--- src/rtl/spad_fill_ctrl.sv ---
// Scratch-pad fill controller: streams upstream words into consecutive scratch-pad addresses.
// Optional macro SPAD_FILL_LEN_EN adds a fill_len input that selects a shorter fill per pass.
module spad_fill_ctrl #(
    parameter int DATA_WIDTH = 16,
    parameter int NUM_REGS   = 9,
    parameter int ADDR_WIDTH = $clog2(NUM_REGS)
) (
    input  logic                  clk,
    input  logic                  rst,
    input  logic                  start,
    input  logic                  in_valid,
    input  logic [DATA_WIDTH-1:0] in_data,
`ifdef SPAD_FILL_LEN_EN
    input  logic [ADDR_WIDTH:0]   fill_len,
`endif
    output logic                  in_ready,
    output logic                  spad_write_en,
    output logic [ADDR_WIDTH-1:0] spad_write_addr,
    output logic [DATA_WIDTH-1:0] spad_write_data,
    output logic                  busy,
    output logic                  done
);

    typedef enum logic [1:0] {
        IDLE = 2'd0,
        FILL = 2'd1,
        DONE = 2'd2
    } state_t;

    localparam logic [ADDR_WIDTH-1:0] LAST_ADDR = ADDR_WIDTH'(NUM_REGS - 1);

    state_t                  state_reg;
    logic [ADDR_WIDTH-1:0]   cnt_reg;
    logic [ADDR_WIDTH-1:0]   last_reg;
    logic                    we_reg;
    logic                    done_reg;
    logic [ADDR_WIDTH-1:0]   addr_reg;
    logic [DATA_WIDTH-1:0]   data_reg;
    logic [ADDR_WIDTH-1:0]   start_last;

`ifdef SPAD_FILL_LEN_EN
    localparam logic [ADDR_WIDTH:0] NUM_REGS_L = (ADDR_WIDTH + 1)'(NUM_REGS);

    // Out-of-range lengths fall back to a full pass.
    always_comb begin
        start_last = LAST_ADDR;
        if (fill_len != '0 && fill_len <= NUM_REGS_L)
            start_last = ADDR_WIDTH'(fill_len - 1'b1);
    end
`else
    assign start_last = LAST_ADDR;
`endif

    always_ff @(posedge clk or posedge rst) begin
        if (rst) begin
            state_reg <= IDLE;
            cnt_reg   <= '0;
            last_reg  <= LAST_ADDR;
            we_reg    <= 1'b0;
            done_reg  <= 1'b0;
            addr_reg  <= '0;
            data_reg  <= '0;
        end else begin
            we_reg   <= 1'b0;
            done_reg <= 1'b0;
            case (state_reg)
                IDLE: begin
                    if (start) begin
                        state_reg <= FILL;
                        cnt_reg   <= '0;
                        last_reg  <= start_last;
                    end
                end
                FILL: begin
                    if (in_valid) begin
                        we_reg   <= 1'b1;
                        addr_reg <= cnt_reg;
                        data_reg <= in_data;
                        // Counter parks on the last address rather than wrapping.
                        if (cnt_reg == last_reg) begin
                            state_reg <= DONE;
                            done_reg  <= 1'b1;
                        end else begin
                            cnt_reg <= cnt_reg + 1'b1;
                        end
                    end
                end
                DONE: state_reg <= IDLE;
                default: state_reg <= IDLE;
            endcase
        end
    end

    assign in_ready        = (state_reg == FILL);
    assign busy            = (state_reg != IDLE);
    assign done            = done_reg;
    assign spad_write_en   = we_reg;
    assign spad_write_addr = addr_reg;
    assign spad_write_data = data_reg;

endmodule

--- config.mk ---
export PLATFORM = sky130hd
export DESIGN_NAME = spad_fill_ctrl
export DESIGN_NICKNAME = d
export VERILOG_FILES = /design/src/rtl/spad_fill_ctrl.sv
export SDC_FILE = /design/constraint.sdc
export NUM_CORES = 1
export LEC_CHECK = 0
export CORE_MARGIN = 2
export CORE_UTILIZATION = 40
export CTS_CLUSTER_SIZE = 16
export DETAILED_ROUTE_END_ITERATION = 7
export PLACE_DENSITY = 0.77
export SLEW_MARGIN = 25
export SYNTH_ARGS = -nofsm -noshare
export SYNTH_HDL_FRONTEND = slang
export SYNTH_SLANG_ARGS = --single-unit
--- constraint.sdc ---
create_clock -name clk -period 1.9 [get_ports clk]
set_input_delay 0.285 -clock clk [delete_from_list [all_inputs] [get_ports clk]]
set_output_delay 0.285 -clock clk [all_outputs]
set_load 0.005 [all_outputs]
==> reports/summary.txt <==
Starting Density - 0.413
largest net degree at the start of global routing - 29
critical path's slowest cell - dfrtp_1
post-route ant nets - 0
CTS clock-pin slew for the worst setup and hold paths - 0.13 ns
Horiz. Die Dim - 59.5 um
met3 wire length - 127 um
crit path DAT - 1.51 ns
DRT Wirelength - 2240 um
mean area per synthesized cell - 15.6 sq um
adder-cell share of the synthesized area - 0.0203
LEAKAGE - 0.761 nW
Fin. Hold Viols - 0
Worst Tran Pin Value - 0.430 ns
post-route setup TNS - 0 ns
Worst-Skew Late Latency - 0.31 ns
post-route cell area - 1700 sq um
Synth-to-Final Area Change - 38.2%
crit share post-route - 0.945
DP Wirelength - 1580 um
final worst slack - 0.104 ns
core area - 2980 sq um
Crit path depth - 2
# port buffers - 43
commonest non-fill, non-tap cell in the layout - clkdlybuf4s50_1
Synth Area in Compound Gates - 0.0427
H-tree depth - 1
Worst R2R Path Depth - 5
grt ovf - 0
Post-Syn Instances - 79
M1 wire length - 1010 um
Clock Skew - 0.00298 ns
height of the die - 59.5 um
Slew Limit Fails - 0
Worst VDD drop - 0.535 mV
Setup Fix Bufs, Post-CTS - 0
Placement Setup Slack - 0.204 ns
Total Routing Usage GR - 0.138
layout cell share with drive strength beyond 1 - 0.250
FP Rows - 20
xor/xnor cell area share of the yosys netlist - 0
met2 wire length - 1070 um
cts bufs inserted - 3
Top delay family on crit path - flip-flops
Clock Sinks - 28
mux contribution to synthesized area - 0.231
minimum clock period - 1.80 ns
critical-path cell list - or2_2 -> clkdlybuf4s50_1
power per cell area - 1280 nW/um^2
nets@finish - 148
Resized cells post-CTS - 0
max layer used - met4
vias in the first global route - 832
DR vias/cell - 5.10
residual DRC count - 0
Synth Cell Area - 1230 sq um
warnings from Yosys - 0
Distinct cells, synth - 22
endpoints failing setup - 0
Slew HR - 0.711
TritonCTS clock tree - done
initial antenna violation count - 0
Iteration-0 DRC Markers - 16
unrepaired setup endpoints after global routing - false
DIE AREA - 3540 sq um
WHS - 0.323 ns
Peak Freq - 557 MHz
outcome - complete, no violations
Crit. End Element - primary output
filler instances - 246
commonest cells after routing, fill and taps aside - clkdlybuf4s50_1, dfrtp_1, mux2_4, mux2_2
Syn Nets - 101
Ports - 44
antenna cells - 0
vias after detailed routing - 801
max-cap violations - 0
drt wl/cell - 14.3 um
CP Max Fanout - 7
max reg flops - 16
CTS root buffer - clkbuf_4
register area share after synthesis - 0.569
cts hold-fix bufs - 0
first-pass GRT wire length - 3660 um
startpoint type of the worst setup path - flop
Seq cells post-synth - 28
Worst Hold Class - primary input to async pin
dpl cell area - 1680 sq um
final core utilization - 0.571
RePlAce Congestion - 0.710
required time of the critical path - 1.62 ns
simple logic cell fraction of the synthesized area - 0.0833
Initial DRT Pass Iterations - 4
Critical Setup Path Class - flop to primary output
WP buf/inv - 1
CTS max path bufs - 2
largest family of logic cells by synthesized area - multiplexers
CP peak stage delay - 0.46 ns
## report_power, final
part | switching [mW] | internal (mW)
Combinational | 0.297 | 0.676
Clock | 0.152 | 0.0741
Sequential | 0.165 | 0.806
Total | 0.614 | 1.56
## synth_stat cells
cell type	instances	area [sq um]
mux2_4	13	195
ha_1	2	25.0
or2_2	1	6.26
buf_12	2	40.0
a21o_1	1	7.51
o31ai_1	1	7.51
o21ai_0	3	15.0
inv_1	4	15.0
mux2i_1	1	10.0
a31oi_1	1	6.26
nor3b_1	1	7.51
nor3_1	1	5.00
and2b_2	1	8.76
a41oi_2	1	16.3
mux2_2	7	78.8
and4b_2	3	33.8
nand4b_1	1	8.76
nand2_1	1	3.75
nand3_1	4	20.0
dfrtp_1	28	701
buf_6	1	11.3
and3b_1	1	8.76
## metrics by stage
step	instances	total power, mW
global placement	154	1.93
global route	157	2.32
CTS	157	2.21
finish	157	2.17
detailed placement	154	1.97
floorplan	79	1.48
## worst register-to-register path: stages (launching register included)
cell	delay, ns
dfrtp_1	0.45
inv_1	0.09
ha_1	0.25
and4b_2	0.25
nor3_1	0.38
a31oi_1	0.14
## path summary, 6_finish.rpt
path	from	to	slack, ns
max	state_reg[0]$_DFFE_PP0P_	busy	0.10
min	rst	spad_write_data[0]$_DFFE_PP0P_	0.32
max reg2reg	cnt_reg[0]$_DFFE_PP0P_	cnt_reg[3]$_DFFE_PP0P_	0.21
min reg2reg	spad_write_data[14]$_DFFE_PP0P_	spad_write_data[14]$_DFFE_PP0P_	0.52
max in group asynchronous	rst	spad_write_addr[3]$_DFFE_PP0P_	1.33
min in group clk	spad_write_data[14]$_DFFE_PP0P_	spad_write_data[14]$_DFFE_PP0P_	0.52
## cell type report
type	count	area (sq um)	area share
Sequential cell	28	701	0.412
Multi-Input combinational cell	44	464	0.273
Timing Repair Buffer	45	458	0.269
Tap cell	33	41.3	0.0243
Clock buffer	3	22.5	0.0132
Inverter	4	15.0	0.00882
## routing by layer
layer / vias to the layer above / track usage
li1: 376 / -
met1: 389 / 0.169
met2: 34 / 0.228
met3: 2 / 0.0240
met4: 0 / 0.0779
met5: - / 0
## cell families (layout without fill, tap and decap cells)
family,Yosys count,count (layout)
AOI/OAI and AO/OA,7,7
adders and majority gates,2,2
buffers and inverters,7,52
DFF,28,28
muxes,21,21
and+or+nand+nor,14,14
Note: power is estimated with default switching activity, not from simulation.
